## src/rtl/branch_predict_ctrl_pkg.sv

```systemverilog
// Shared branch-kind codes, counter constants and FSM encoding for the predictor.
// Latency: n/a (types and pure functions only).
// Backpressure: n/a.
package branch_predict_ctrl_pkg;

    localparam logic [3:0] B_NONE = 4'd0;
    localparam logic [3:0] BEQ    = 4'd1;
    localparam logic [3:0] BNE    = 4'd2;
    localparam logic [3:0] BLT    = 4'd3;
    localparam logic [3:0] BGE    = 4'd4;
    localparam logic [3:0] BLTU   = 4'd5;
    localparam logic [3:0] BGEU   = 4'd6;
    localparam logic [3:0] BJAL   = 4'd7;
    localparam logic [3:0] BJALR  = 4'd8;

    localparam logic [1:0] CTR_WNT = 2'b01;
    localparam logic [1:0] CTR_WT  = 2'b10;

    typedef enum logic {
        BP_RUN   = 1'b0,
        BP_FLUSH = 1'b1
    } bp_state_e;

    function automatic logic is_cond_br(input logic [3:0] code);
        return (code == BEQ) || (code == BNE) || (code == BLT) ||
               (code == BGE) || (code == BLTU) || (code == BGEU);
    endfunction

    function automatic logic is_jump(input logic [3:0] code);
        return (code == BJAL) || (code == BJALR);
    endfunction

    function automatic logic [1:0] ctr_step(input logic [1:0] ctr, input logic taken);
        if (taken)
            return (ctr == 2'b11) ? ctr : ctr + 2'b01;
        return (ctr == 2'b00) ? ctr : ctr - 2'b01;
    endfunction

endpackage

```

## src/rtl/branch_predict_ctrl_btb_table.sv

```systemverilog
// Direct-mapped BTB storage: async read port, sync write with counter update, valid clear.
// Latency: read combinational; write visible after the clock edge (reads see old contents).
// Backpressure: none, one write or clear per cycle.
module btb_table
    import branch_predict_ctrl_pkg::*;
#(
    parameter int IDX_W = 4,
    parameter int TAG_W = 30 - IDX_W
) (
    input  logic             clk,
    input  logic             rst_n,
    input  logic [IDX_W-1:0] rd_idx,
    output logic             rd_valid,
    output logic [TAG_W-1:0] rd_tag,
    output logic [31:0]      rd_target,
    output logic [1:0]       rd_ctr,
    input  logic             wr_en,
    input  logic [IDX_W-1:0] wr_idx,
    input  logic [TAG_W-1:0] wr_tag,
    input  logic [31:0]      wr_target,
    input  logic             wr_taken,
    input  logic             clr_en,
    input  logic [IDX_W-1:0] clr_idx
);
    localparam int ENTRIES = 2 ** IDX_W;

    logic [ENTRIES-1:0] valid_q;
    logic [TAG_W-1:0]   tag_q    [ENTRIES];
    logic [31:0]        target_q [ENTRIES];
    logic [1:0]         ctr_q    [ENTRIES];
    logic               wr_hit;

    assign rd_valid  = valid_q[rd_idx];
    assign rd_tag    = tag_q[rd_idx];
    assign rd_target = target_q[rd_idx];
    assign rd_ctr    = ctr_q[rd_idx];

    // A tag miss on write means a new owner: its counter restarts from a weak state.
    assign wr_hit = valid_q[wr_idx] && (tag_q[wr_idx] == wr_tag);

    always_ff @(posedge clk or negedge rst_n) begin
        if (!rst_n) begin
            valid_q <= '0;
            for (int i = 0; i < ENTRIES; i++) begin
                tag_q[i]    <= '0;
                target_q[i] <= '0;
                ctr_q[i]    <= CTR_WNT;
            end
        end else if (wr_en) begin
            valid_q[wr_idx]  <= 1'b1;
            tag_q[wr_idx]    <= wr_tag;
            target_q[wr_idx] <= wr_target;
            ctr_q[wr_idx]    <= wr_hit ? ctr_step(ctr_q[wr_idx], wr_taken)
                                       : (wr_taken ? CTR_WT : CTR_WNT);
        end else if (clr_en) begin
            valid_q[clr_idx] <= 1'b0;
        end
    end

endmodule

```

## src/rtl/branch_predict_ctrl.sv

```systemverilog
// Branch predictor + redirect controller: BTB lookup in IF, resolve/update/redirect from EX.
// Latency: prediction combinational; redirect and flush registered one cycle after EX resolve.
// Backpressure: none; EX inputs are ignored while the flush window is open.
module branch_predict_ctrl
    import branch_predict_ctrl_pkg::*;
#(
    parameter int IDX_W     = 4,
    parameter int FLUSH_CYC = 2
) (
    input  logic        clk,
    input  logic        rst_n,
    input  logic [31:0] if_pc,
    output logic        pred_taken,
    output logic [31:0] pred_target,
    input  logic        ex_valid,
    input  logic [31:0] ex_pc,
    input  logic [3:0]  ex_info_branch,
    input  logic        ex_taken,
    input  logic [31:0] ex_target,
    input  logic        ex_pred_taken,
    input  logic [31:0] ex_pred_target,
    output logic        redirect_valid,
    output logic [31:0] redirect_pc,
    output logic        flush,
    output logic [31:0] mispredict_cnt
);
    localparam int         TAG_W      = 30 - IDX_W;
    localparam logic [2:0] FLUSH_LAST = 3'(FLUSH_CYC - 1);

    bp_state_e        state_q, state_d;
    logic [2:0]       cnt_q, cnt_d;
    logic             redirect_valid_d, flush_d;
    logic [31:0]      redirect_pc_d, mispredict_cnt_d;

    logic             rd_valid;
    logic [TAG_W-1:0] rd_tag;
    logic [31:0]      rd_target;
    logic [1:0]       rd_ctr;
    logic             wr_en, clr_en;

    logic             ex_cond, ex_jump, ex_is_br, ex_eff_taken, ex_mispredict;
    logic [31:0]      ex_actual_next;

    btb_table #(.IDX_W(IDX_W), .TAG_W(TAG_W)) u_btb (
        .clk       (clk),
        .rst_n     (rst_n),
        .rd_idx    (if_pc[IDX_W+1:2]),
        .rd_valid  (rd_valid),
        .rd_tag    (rd_tag),
        .rd_target (rd_target),
        .rd_ctr    (rd_ctr),
        .wr_en     (wr_en),
        .wr_idx    (ex_pc[IDX_W+1:2]),
        .wr_tag    (ex_pc[31:IDX_W+2]),
        .wr_target (ex_target),
        .wr_taken  (ex_eff_taken),
        .clr_en    (clr_en),
        .clr_idx   (ex_pc[IDX_W+1:2])
    );

    assign pred_taken  = rd_valid && (rd_tag == if_pc[31:IDX_W+2]) && rd_ctr[1];
    assign pred_target = pred_taken ? rd_target : if_pc + 32'd4;

    // Jumps always go to their target; non-branches always fall through.
    assign ex_cond        = is_cond_br(ex_info_branch);
    assign ex_jump        = is_jump(ex_info_branch);
    assign ex_is_br       = ex_cond || ex_jump;
    assign ex_eff_taken   = ex_jump || (ex_cond && ex_taken);
    assign ex_actual_next = ex_eff_taken ? ex_target : ex_pc + 32'd4;
    assign ex_mispredict  = (ex_actual_next != ex_pred_target);

    always_comb begin
        state_d          = state_q;
        cnt_d            = cnt_q;
        redirect_valid_d = 1'b0;
        redirect_pc_d    = redirect_pc;
        flush_d          = flush;
        mispredict_cnt_d = mispredict_cnt;
        wr_en            = 1'b0;
        clr_en           = 1'b0;
        case (state_q)
            BP_RUN: begin
                if (ex_valid) begin
                    wr_en  = ex_is_br;
                    clr_en = !ex_is_br && ex_pred_taken;
                    if (ex_mispredict) begin
                        state_d          = BP_FLUSH;
                        cnt_d            = FLUSH_LAST;
                        redirect_valid_d = 1'b1;
                        redirect_pc_d    = ex_actual_next;
                        flush_d          = 1'b1;
                        mispredict_cnt_d = (mispredict_cnt == 32'hFFFF_FFFF) ? mispredict_cnt
                                                                             : mispredict_cnt + 32'd1;
                    end
                end
            end
            BP_FLUSH: begin
                flush_d = 1'b1;
                if (cnt_q == 3'd0) begin
                    state_d = BP_RUN;
                    flush_d = 1'b0;
                end else begin
                    cnt_d = cnt_q - 3'd1;
                end
            end
            default: state_d = BP_RUN;
        endcase
    end

    always_ff @(posedge clk or negedge rst_n) begin
        if (!rst_n) begin
            state_q        <= BP_RUN;
            cnt_q          <= 3'd0;
            redirect_valid <= 1'b0;
            redirect_pc    <= 32'd0;
            flush          <= 1'b0;
            mispredict_cnt <= 32'd0;
        end else begin
            state_q        <= state_d;
            cnt_q          <= cnt_d;
            redirect_valid <= redirect_valid_d;
            redirect_pc    <= redirect_pc_d;
            flush          <= flush_d;
            mispredict_cnt <= mispredict_cnt_d;
        end
    end

endmodule

```

## config.mk

```make
export PLATFORM = sky130hd
export DESIGN_NAME = branch_predict_ctrl
export DESIGN_NICKNAME = d
export VERILOG_FILES = /design/src/rtl/branch_predict_ctrl_pkg.sv /design/src/rtl/branch_predict_ctrl_btb_table.sv /design/src/rtl/branch_predict_ctrl.sv
export SDC_FILE = /design/constraint.sdc
export NUM_CORES = 2
export LEC_CHECK = 0
export BUFFER_PORTS_ARGS = -buffer_cell sky130_fd_sc_hd__buf_2
export CORE_MARGIN = 3
export CORE_UTILIZATION = 55
export DETAILED_ROUTE_END_ITERATION = 12
export PLACE_DENSITY = 0.75
export REMOVE_ABC_BUFFERS = 1
export SKIP_CTS_REPAIR_TIMING = 1
export SKIP_LAST_GASP = 1
export SLEW_MARGIN = 20
export SYNTH_ARGS = -nofsm -noshare
export SYNTH_HDL_FRONTEND = slang
export SYNTH_SLANG_ARGS = --single-unit
```

## constraint.sdc

```tcl
create_clock -name clk -period 4.4 [get_ports clk]
set_input_delay 0.44 -clock clk [delete_from_list [all_inputs] [get_ports clk]]
set_output_delay 0.44 -clock clk [all_outputs]
set_load 0.005 [all_outputs]
```

* Word-level counts from Yosys, hierarchy flattened
Cells that the tools add are included.
** Word-level totals
- Bits in registers :: 1046
- Memories :: 0
- Input bits :: 137
- ROM bits :: 0
- Bits in latches :: 0
- Bits in writable memories :: 0
- Logic and storage cells :: 172
** Cells by class
- Eq/ne operators :: 16
- Bitwise logic cells :: 7
- Divide/modulo/power cells :: 0
- Shift operators :: 0
- Order comparisons :: 6
- Multiply operators :: 0
- Add/sub/neg operators :: 6
- Multiplexer cells :: 59
- Reduce and logical (&&, ||, !) cells :: 23
** Operators with widths (count)
- bitwise mux 512 bit :: 1
- bitwise mux 416 bit :: 1
- binary-select mux 26 bit (select 4 bit) :: 2
- 2-to-1 mux 32 bit :: 5
- 2-to-1 mux 26 bit :: 5
- binary-select mux 32 bit (select 4 bit) :: 1
- demux 32 bit (select 4 bit) :: 1
- demux 26 bit (select 4 bit) :: 1
- adder 32 x 3 -> 32 bit, second input constant :: 2
- equality test 26 bit :: 2
- adder 32 x 1 -> 32 bit, second input constant :: 1
- bitwise mux 32 bit :: 1
- equality test 32 bit, second input constant :: 1
- 2-to-1 mux 16 bit :: 2
- inequality test 32 bit :: 1
- 2-to-1 mux 2 bit :: 12
- bitwise AND 16 bit :: 1
- binary-select mux 2 bit (select 4 bit) :: 2
- equality test 4 x 3 -> 1 bit, second input constant :: 4
- inverter 16 bit :: 1
- bitwise OR 16 bit :: 1
- 2-to-1 mux 1 bit :: 15
- greater-or-equal comparator 5 bit, second input constant :: 2
- < comparator 4 x 5 -> 1 bit, second input constant :: 2
- other kinds (27) :: 50

* Longest topological paths before layout
- Depth after elaboration :: 14
- Mapped depth :: 18
- Mapped depth without buffers :: 11

* Modules after synthesis
A second synthesis with hierarchy kept.
** Unflattened totals
- Cells, all modules :: 5294
- Area, all modules :: 54252.0 µm²
** By module, submodules not included
- btb_table :: seq. area each 24443.4 µm², cells each 4472, area each 47787.1 µm², instances 1
- branch_predict_ctrl :: seq. area each 1751.7 µm², cells each 822, area each 6465.0 µm², instances 1

* Worst setup path after synthesis
No wires, ideal clock.
- Path type :: input-to-output
- Start point :: input port if_pc[2]
- End point :: output port pred_target[1]
- Data required time :: 3.960 ns
- Slack :: 0.007 ns
- Stages on the path :: 13
- Data arrival time :: 3.953 ns
- Cells stage by stage :: buf_6 > buf_4 > buf_2 > buf_1 > mux4_2 > mux4_2 > xnor2_1 > nand4_1 > nor2_1 > or4b_1 > buf_2 > buf_6 > mux2_4
** On the way
- Word-level cells in the longest chain between the ends :: 8
** Ends and longest elaborated chain
- start, declared :: RTL line branch_predict_ctrl.sv:12 : input logic [31:0] if_pc,
- inverter 4 -> 5 bit (implied by the code) :: RTL line branch_predict_ctrl_btb_table.sv:34, branch_predict_ctrl_btb_table.sv:35, branch_predict_ctrl_btb_table.sv:36
- binary-select mux 26 bit (select 4 bit) :: RTL line branch_predict_ctrl_btb_table.sv:34 : assign rd_tag = tag_q[rd_idx];
- 2-to-1 mux 26 bit (implied by the code) (2 in series) :: RTL line branch_predict_ctrl_btb_table.sv:34
- equality test 26 bit :: RTL line branch_predict_ctrl.sv:61 : assign pred_taken = rd_valid && (rd_tag == if_pc[31:IDX_W+2]) && rd_ctr[1];
- logical AND 1 bit (2 in series) :: RTL line branch_predict_ctrl.sv:61
- 2-to-1 mux 32 bit (*) :: RTL line branch_predict_ctrl.sv:62 : assign pred_target = pred_taken ? rd_target : if_pc + 32'd4;
- end, declared :: RTL line branch_predict_ctrl.sv:14 : output logic [31:0] pred_target,
Every way passes the cells marked *; elsewhere a longest branch is shown, timed or not. The select of a mux whose other input is x is not followed.

* Final worst setup path
- Start point :: register u_btb.tag_q[246] (netlist bit)
- End point :: output port pred_target[3]
** On the way
- Word-level cells in the longest chain between the ends :: 7
** Ends and longest elaborated chain
- start, declared :: RTL line branch_predict_ctrl_btb_table.sv:28 : logic [TAG_W-1:0] tag_q [ENTRIES];
- start signal, assigned by index :: RTL line branch_predict_ctrl_btb_table.sv:51 : tag_q[wr_idx] <= wr_tag;
- binary-select mux 26 bit (select 4 bit) :: RTL line branch_predict_ctrl_btb_table.sv:34
- 2-to-1 mux 26 bit (implied by the code) (2 in series) :: RTL line branch_predict_ctrl_btb_table.sv:34
- equality test 26 bit :: RTL line branch_predict_ctrl.sv:61
- logical AND 1 bit (2 in series) :: RTL line branch_predict_ctrl.sv:61
- 2-to-1 mux 32 bit :: RTL line branch_predict_ctrl.sv:62
No other way between the ends. The select of a mux whose other input is x is not followed.

==> metrics <==
Hold Path Class=input pin to register; reg2reg setup slack=0.61 ns; Synth Register Bits=1046; Non-Filler Instances=7274; ys flop type=dfrtp_1; worst hold start=ex_valid; layout cell share with drive strength beyond 1=20.57%; final core occ=64.43%; Layout Nets=6039; Worst Hold End=flush; # clock sinks=1046; Reg-to-Reg Start=u_btb.tag_q[255]; Antenna Violating Nets Remaining=0; Final Hold Fails=0; Worst path top cell family by delay=simple AND/OR/NAND/NOR gates; Crit Path Class=register to output port; largest family of logic cells by synthesized area=simple AND/OR/NAND/NOR gates; Synthesis Warnings=0; Yosys top cell by area=dfrtp_1; Clock Latency Late Sink=0.74 ns; skew final=0.03871 ns; drt via density=6.579; FMAX=199.3 MHz; root buf cell=clkbuf_16; Core ar.=97140 um2; compound-cell area share of the yosys netlist=4.617%; Site Rows=114; Post-Synth XOR/XNOR Area=2.670%; P_leak=30.94 nW; Area Growth Syn to Fin=15.52%; post-layout minimum cycle time=5.017 ns; Hold Crit Depth=3; first-pass GRT wire length=311300 um; Synth Area in Adders=0.1848%; pwr/cell area=488.6 nW/um2; reg2reg path depth=12; Tightest Pin Transition=1.133 ns; largest net degree at the start of global routing=114; clock slew at reported path FFs=0.06 ns; multiplexer area fraction after synthesis=18.04%; worst path cell trace=mux4_2, mux4_2, xnor2_2, buf_4, nand2_2, or3b_1, or4_4, or4b_4, buf_12, buf_12, mux2_4, buf_6; Simple-Gate Fraction of Synth Area=22.50%; EDFF count, synth=0; WP data arrival=4.58 ns; IO Port Bufs=235; Post-DP Area=58290 um2; I/O pin cnt=236; hpwl dp=135100 um; sequential-to-total area share from yosys stat=48.35%; Mean Syn Cell Area=9.488 um2; 1st-pass router iterations=6; design area=62580 um2; Min Hold Slack=0.01179 ns; Iter 0 DRT Violations=7378; initial antenna violation count=26; Slew HR=24.46%; reg-to-reg critical path endpoint=u_btb.ctr_q[31]; share of the synthesized area in the top cell type=47.58%; die height=319.8 um; Async SR Flop Fraction=100.0%; final setup TNS=-16.87 ns; Post-Synthesis Cells=5710; Starting Density=55.77%; CP endpoint kind=output port; Buf/Inv on CP=4; die area=102300 um2; wire per inst=29.14 um; max-slew violations=0; CP max stage delay=0.52 ns; total CTS buffers=108; vias in the first global route=47.42k; DRC viols=0; Final Wtd Congestion=1.036; CP Launch Type=register; final worst setup slack=-0.6166 ns; status=finished with violations; Distinct cells, synth=76; failing checks=setup timing; Setup-failing EPs final=32; CTS tree=done; GRT overflow=0; die width=319.8 um; Post-Syn Area=54170 um2; slowest CP cell=mux4_2; Synth area leaders=dfrtp_1, nand2_1, mux4_2, clkbuf_1, xnor2_1; H-tree depth=3; maximum capacitance violations=0; GRT Total Usage=41.34%; RSZ-0062 raised after global routing=yes; via count=47.86k; maximum clock insertion buffer count=3; Tcrit/Tclk final=114.0%; required time of the critical path=3.96 ns; Peak VDD IR=0.0003605 V; post-placement cell count=7047; CP Max Fanout=7; detailed-route wire length=212000 um
-- Yosys cell counts, types with 11 or more instances --
library cell  count
mux2i_1          76
nand2b_1         15
a211oi_1         25
mux4_2          375
nand3_1          67
nor4_1           17
o22a_1           16
and3_1           30
nor3_1           24
nand2_1        2706
o22ai_1          16
buf_1            43
xnor2_1         113
o21ai_0         192
nand4_1          45
buf_2            30
a21oi_1          50
dfrtp_1        1030
a22oi_1          23
dfstp_2          16
nor2_1          139
inv_1            28
buf_4            11
mux2_2           45
xor2_1           47
clkbuf_1        374
-- placed cells by master (no fill, tap or decap), types with 17 or more instances in the layout --
cell type and count:
xnor2_1 111, nor4_1 17, inv_1 28, a21oi_1 44, clkbuf_8 20, a211oi_1 25, bufinv_16 18, nand2_1 2703
a22oi_1 23, buf_12 51, nand3_1 52, diode_2 18, nand4_1 45, clkbuf_16 113, nor3_1 24, nor2_4 24
o21ai_0 191, xor2_1 47, nor2_1 105, buf_4 243, and3_1 30, mux2_2 45, buf_2 225, mux2i_1 76
mux4_2 375, dfrtp_1 1030
-- per-stage QoR --
step | setup slack, ns | power, mW
2_1_floorplan | -2.304 | 17.20
4_1_cts | -0.7163 | 30.30
3_5_place_dp | -0.3534 | 20.23
6_report | -0.6166 | 30.58
5_1_grt | -0.6663 | 31.72
3_3_place_gp | -0.3191 | 19.90
-- worst reg2reg max path, stage by stage, from the launching register on --
cell and delay, ns:
dfrtp_1 0.42, mux4_2 0.49, a22o_1 0.24, a221oi_1 0.26
xor2_1 0.24, o2111ai_1 0.21, or3_1 0.36, nor4b_1 0.38
buf_4 0.22, mux2i_1 0.25, buf_4 0.27, nor2_1 0.08
a211oi_1 0.27
-- sequential cells by signal, indices dropped and copies added (netlist names), named ones only --
| register | cells |
|---|---|
| cnt_q | 3 |
| u_btb.tag_q | 416 |
| mispredict_cnt | 32 |
| flush | 1 |
| u_btb.ctr_q | 32 |
| redirect_valid | 1 |
| state_q | 1 |
| u_btb.target_q | 512 |
| redirect_pc | 32 |
-- layout make-up --
cell class | count | area [um2]
inverter | 31 | 116.4
antenna | 18 | 45.04
sequential | 1046 | 26200
fill | 7419 | 34550
clock inverter | 51 | 818.3
tap | 1276 | 1597
clock buffer | 145 | 3063
timing repair buffer | 537 | 4263
multi-input combinational | 4170 | 26490
-- layer usage --
layer / vias up / GRT usage (%) / wire (um)
li1: 19430 / - / -
met1: 23520 / 54.16 / 74460
met2: 3963 / 59.66 / 90290
met3: 926 / 15.51 / 32800
met4: 18 / 23.25 / 14300
met5: - / 0 / 118
-- cell families (layout without fill, tap and decap cells) --
logic type      count (synthesis)  count (layout)
flops                        1046            1046
other cells                     0              18
mux                           500             500
compound gates                404             404
fa+ha+maj                       8               8
simple gates                 3096            3096
buf+inv                       494             764
xor+xnor                      162             162
-- worst max path at each step --
stage	startpoint	to	slack, ns	cells past startpoint
global placement	if_pc[2]	pred_target[3]	-0.32	13
finish	u_btb.tag_q[246]	pred_target[3]	-0.62	12
global route	u_btb.tag_q[0]	pred_target[3]	-0.67	12
detailed placement	if_pc[2]	pred_target[3]	-0.35	12
floorplan	ex_pc[9]	mispredict_cnt[1]	-2.30	10
CTS	u_btb.tag_q[130]	pred_target[3]	-0.72	11
-- report_power, final --
part	switching, mW	total (mW)	leakage, nW	internal [mW]
Combinational	3.50	6.76	15.1	3.26
Clock	4.14	10.1	1.89	5.96
Sequential	1.74	13.7	14.0	12.0
Total	9.38	30.6	30.9	21.2
Note: power is estimated with default switching activity, not from simulation.
